[config.mk]
export PLATFORM = sky130hd
export DESIGN_NAME = alu7_seq_flat
export DESIGN_NICKNAME = d
export VERILOG_FILES = /design/src/rtl/alu7_seq_if.sv /design/src/rtl/alu7_seq.sv /design/src/flat_wrapper.sv
export SDC_FILE = /design/constraint.sdc
export NUM_CORES = 1
export LEC_CHECK = 0
export ABC_AREA = 1
export CAP_MARGIN = 20
export CORE_MARGIN = 2
export CORE_UTILIZATION = 40
export DETAILED_ROUTE_END_ITERATION = 8
export GPL_TIMING_DRIVEN = 0
export HOLD_SLACK_MARGIN = 0.05
export PLACE_DENSITY = 0.7
export SKIP_CTS_REPAIR_TIMING = 1
export SYNTH_ARGS = -nofsm -noshare
export SYNTH_HDL_FRONTEND = slang
export SYNTH_SLANG_ARGS = --single-unit
[constraint.sdc]
create_clock -name clk -period 3.8 [get_ports clk]
set_input_delay 0.57 -clock clk [delete_from_list [all_inputs] [get_ports clk]]
set_output_delay 0.57 -clock clk [all_outputs]
set_load 0.03 [all_outputs]
[src/rtl/alu7_seq_if.sv]
// Bus between the issuing controller and the alu7_seq add/subtract unit.
// The controller drives the request and operands. The unit returns a registered
// result, the CF/GZ flags and the busy/done status.
interface alu7_seq_if #(
  parameter int W = 7
);
  logic         start;
  logic [W-1:0] a;
  logic [W-1:0] b;
  logic         op;
  logic [W-1:0] res;
  logic         CF;
  logic         GZ;
  logic         busy;
  logic         done;

  modport master (
    output start, a, b, op,
    input  res, CF, GZ, busy, done
  );

  modport slave (
    input  start, a, b, op,
    output res, CF, GZ, busy, done
  );
endinterface

[src/rtl/alu7_seq.sv]
// alu7_seq: sequential unsigned add/subtract unit with carry/borrow (CF) and
// non-zero (GZ) flags. Each start pulse runs one operation through
// IDLE -> LOAD -> EXEC -> DONE. The result is valid 3 clock edges after start.
// Optional build macro ALU7_SAT_EN selects saturating results instead of
// modulo-2^W wrap-around:
//   - an add that carries clamps to all-ones;
//   - a subtract that borrows clamps to zero.
module alu7_seq #(
  parameter int   W      = 7,
  parameter logic SUB_OP = 1'b1
) (
  input  logic        clk,
  input  logic        rst,
  alu7_seq_if.slave   bus
);

  typedef enum logic [1:0] {
    S_IDLE = 2'd0,
    S_LOAD = 2'd1,
    S_EXEC = 2'd2,
    S_DONE = 2'd3
  } state_t;

  state_t       state_q, state_d;
  logic [W-1:0] a_q, a_d;
  logic [W-1:0] b_q, b_d;
  logic         op_q, op_d;
  logic [W-1:0] res_q, res_d;
  logic         cf_q, cf_d;
  logic         gz_q, gz_d;
  logic         busy_q, busy_d;
  logic         done_q, done_d;
  logic [W:0]   arith;

  // W+1-bit arithmetic on the captured operands. Bit W holds the add carry or the subtract borrow.
  always_comb begin
    if (op_q == SUB_OP) arith = {1'b0, a_q} - {1'b0, b_q};
    else                arith = {1'b0, a_q} + {1'b0, b_q};
  end

  // Next-state and next-output logic for the control FSM.
  always_comb begin
    // NOTE: every signal gets a default before the case statement, so no path can leave a latch behind.
    state_d = state_q;
    a_d     = a_q;
    b_d     = b_q;
    op_d    = op_q;
    res_d   = res_q;
    cf_d    = cf_q;
    gz_d    = gz_q;
    busy_d  = 1'b0;
    done_d  = 1'b0;
    unique case (state_q)
      S_IDLE: begin
        if (bus.start) begin
          state_d = S_LOAD;
          busy_d  = 1'b1;
        end
      end
      S_LOAD: begin
        a_d     = bus.a;
        b_d     = bus.b;
        op_d    = bus.op;
        busy_d  = 1'b1;
        state_d = S_EXEC;
      end
      S_EXEC: begin
        cf_d = arith[W];
`ifdef ALU7_SAT_EN
        if (arith[W]) res_d = (op_q == SUB_OP) ? '0 : {W{1'b1}};
        else          res_d = arith[W-1:0];
`else
        res_d = arith[W-1:0];
`endif
        gz_d    = (res_d != '0);
        done_d  = 1'b1;
        state_d = S_DONE;
      end
      S_DONE: state_d = S_IDLE;
      default: state_d = S_IDLE;
    endcase
  end

  // State, captured operands and registered outputs. Reset is synchronous and wins over start.
  always_ff @(posedge clk) begin
    // NOTE: sequential state uses non-blocking assignments only, so every flop samples pre-edge values.
    if (rst) begin
      state_q <= S_IDLE;
      // NOTE: the operand registers are reset too, so an aborted operation leaves nothing stale behind.
      a_q     <= '0;
      b_q     <= '0;
      op_q    <= 1'b0;
      res_q   <= '0;
      cf_q    <= 1'b0;
      gz_q    <= 1'b0;
      busy_q  <= 1'b0;
      done_q  <= 1'b0;
    end else begin
      state_q <= state_d;
      a_q     <= a_d;
      b_q     <= b_d;
      op_q    <= op_d;
      res_q   <= res_d;
      cf_q    <= cf_d;
      gz_q    <= gz_d;
      busy_q  <= busy_d;
      done_q  <= done_d;
    end
  end

  assign bus.res  = res_q;
  assign bus.CF   = cf_q;
  assign bus.GZ   = gz_q;
  assign bus.busy = busy_q;
  assign bus.done = done_q;

endmodule

[src/flat_wrapper.sv]
// flat-port wrapper written by rule: the top's interface ports become plain ports
module alu7_seq_flat 
#(
  parameter int   W      = 7,
  parameter logic SUB_OP = 1'b1
)
  (clk, rst, bus_start, bus_a, bus_b, bus_op, bus_res, bus_CF, bus_GZ, bus_busy, bus_done);
  alu7_seq_if #(.W(W)) bus_i ();
  input  logic clk;
  input  logic rst;
  input wire logic [$bits(bus_i.start)-1:0] bus_start;
  input wire logic [$bits(bus_i.a)-1:0] bus_a;
  input wire logic [$bits(bus_i.b)-1:0] bus_b;
  input wire logic [$bits(bus_i.op)-1:0] bus_op;
  output wire logic [$bits(bus_i.res)-1:0] bus_res;
  output wire logic [$bits(bus_i.CF)-1:0] bus_CF;
  output wire logic [$bits(bus_i.GZ)-1:0] bus_GZ;
  output wire logic [$bits(bus_i.busy)-1:0] bus_busy;
  output wire logic [$bits(bus_i.done)-1:0] bus_done;
  assign bus_i.start = bus_start;
  assign bus_i.a = bus_a;
  assign bus_i.b = bus_b;
  assign bus_i.op = bus_op;
  assign bus_res = bus_i.res;
  assign bus_CF = bus_i.CF;
  assign bus_GZ = bus_i.GZ;
  assign bus_busy = bus_i.busy;
  assign bus_done = bus_i.done;
  alu7_seq #(.W(W), .SUB_OP(SUB_OP)) u_core (.clk(clk), .rst(rst), .bus(bus_i));
endmodule
==> results by group <==
Routing
  • DR WL/cell: 10.25 um
  • Detail Route Antenna Nets: 0
  • Drt via density: 4.741
  • DR iter-0 viols: 39
  • WL final: 3085 um
  • DR pass1 iterations: 4
  • Via count: 1,427
  • DRC Markers: 0

Place
  • I/O Buffers: 27
  • Placed cells: 297
  • Routability cong.: 0.7881
  • Dpl cell area: 1886 sq um
  • Post-DP HPWL: 2435 um

CTS
  • Clk root buf: clkbuf_8
  • Max Root-Sink Buffers: 2
  • Clk sink count: 28
  • Clk Latency, worst-skew pair: 280 ps
  • H-tree level count: 1
  • CTS buffer count: 3
  • CTS tree: yes
  • Clk slew on worst S/H paths: 100 ps

Cells and area
  • Commonest non-fill, non-tap cells in the layout: nor2_1, inv_1, nand2_1
  • Final instance area: 1957 sq um
  • N_diodes: 0
  • Final Net Count: 284
  • Area Overhead vs Synth: 25.82%
  • Share of layout cells above drive strength 1: 0.07905
  • Post-Layout Cell Count: 301
  • Commonest non-fill, non-tap cell in the layout: nor2_1

Synth
  • Synth cell types: 24
  • Post-Syn Instances: 222
  • Mapped Nets: 252
  • Netlist area before placement: 1555 sq um
  • Yosys reg bits: 28
  • Cells taking the most area after synthesis: dfxtp_1, nor2_1, inv_1
  • Post-synth top area cell: dfxtp_1
  • Syn. warnings: 0
  • Sequential fraction of the synthesis area: 0.3604
  • Mapped Avg Cell Area: 7.006 sq um
  • Yosys top cell area share: 0.3604

Timing
  • Setup-failing EPs final: 0
  • Slew headroom: 0.7337
  • RSZ-0062 raised after global routing: false
  • Worst clock skew: 6.349 ps
  • Tightest Pin Transition: 395.3 ps
  • Final period utilization: 0.5940
  • Hold Vio Cnt, Final: 0
  • Final Max Slew Viols: 0
  • Post-route setup TNS: 0 ps
  • Final Critical Period: 2257 ps
  • Achievable Freq: 443.0 MHz

Worst setup path
  • Slowest Stage Delay on Critical Path: 480 ps
  • Largest delay share family, worst path: adder cells
  • CP bufs+invs: 2
  • CP Class: register to register
  • Crit-path max FO: 3
  • CP Data Arrival Time: 2430 ps
  • Worst Setup End Kind: register
  • CP Launch Type: register
  • CP cell instances: inv_1, ha_1, o21ai_0, fa_1, inv_1, nand2_1, nor2_2, nand3_1, nor2_1, nand2_1, nor2_1, nor2_1
  • Crit path from: u_core.b_q[0]
  • Most common cell on crit path: nor2_1
  • Crit-path slowest cell: fa_1
  • WP data required: 3970 ps
  • Reg-to-Reg Start: u_core.b_q[0]

Floorplanning
  • Num rows: 22
  • Die span in y: 66.36 um
  • DIE WIDTH: 66.36 um
  • Io pins: 29
  • Die area: 4403 sq um
  • CORE AREA: 3689 sq um
  • Initial core utilization: 0.4216

Global routing
  • GR Util met2: 0.2800
  • Grt ovf: 0
  • Gr usage total: 0.1620
  • Met3 Use GR: 0.03748
  • Number of global-route vias before repair: 1,335
  • Initial antenna violation count: 0
  • First-pass GRT wire length: 5575 um
  • Largest net degree at the start of global routing: 17
  • Met1 Use GR: 0.1971
  • GR peak layer: met2

Worst hold path
  • Hold wc startpoint: u_core.a_q[0]
  • Worst hold path type: register to register

Job
  • Max-Cap Viols: 0

Outcome
  • Status: finished clean
worst paths after layout:
kind / slack (ps) / cells past startpoint / end
hold reg to reg: 480 / 2 / u_core.a_q[0]
hold / removal: 480 / 2 / u_core.a_q[0]
setup / recovery: 1540 / 12 / u_core.bus.GZ
setup reg to reg: 1540 / 12 / u_core.bus.GZ
synthesized netlist by cell type:
master,count
nand3b_1,1
fa_1,1
nor2_2,1
xor2_1,4
a21oi_2,1
nand2_1,31
o31ai_2,1
a21o_1,2
nand3_1,11
inv_1,37
nand4_1,1
a21oi_1,15
buf_4,1
inv_2,2
a22oi_1,1
o211ai_1,1
o21ai_0,23
nand3_2,2
dfxtp_1,28
buf_2,5
ha_1,11
nand2_2,3
a221oi_1,1
nor2_1,38
metal layers:
layer / share of wire / up-vias
met5: 0 / -
met3: 0.048 / 4
met2: 0.46 / 27
met4: 0.013 / 0
met1: 0.47 / 636
li1: - / 760
worst min-delay path, stage by stage, from the launching register on:
cell	delay, ps
dfxtp_1	310
inv_1	60
a21oi_1	70
final cells by class:
cell class,instances,area [sq um]
Clock buffer,3,41.29
Multi-Input combinational cell,149,815.8
Clock inverter,1,30.03
Timing Repair Buffer,27,270.3
Buffer,6,32.53
Inverter,39,146.4
Fill cell,396,1732
Sequential cell,28,560.5
Tap cell,48,60.06
metrics by stage:
stage	util	hold WS (ps)	setup WS [ps]
after detailed placement	0.5112	466.1	1561
after CTS	0.5305	482.1	1539
after floorplan	-	436.7	1756
after global placement	0.5112	460.9	1591
after global routing	0.5305	517.8	1278
final	0.5305	476.1	1543
logic make-up (layout without fill, tap and decap cells):
group                    Yosys count  after routing  synth area share
flip-flops                        28             28            0.3604
AO/OA/AOI/OAI                     45             45            0.1609
adder cells (fa/ha/maj)           12             12            0.1014
buffers and inverters             45             76            0.1150
XOR/XNOR                           4              4           0.02252
AND/OR/NAND/NOR                   88             88            0.2398
registers in the layout, summed over array words and instances (netlist names):
| name | flops |
|---|---|
| u_core.a_q | 7 |
| u_core.bus.busy | 1 |
| u_core.b_q | 7 |
| u_core.op_q | 1 |
| u_core.bus.res | 7 |
| u_core.bus.CF | 1 |
| u_core.bus.done | 1 |
| u_core.state_q | 2 |
| u_core.bus.GZ | 1 |
Power is not shown: default switching activity piles up to over one toggle a cycle in this logic, so the estimate is an artifact.
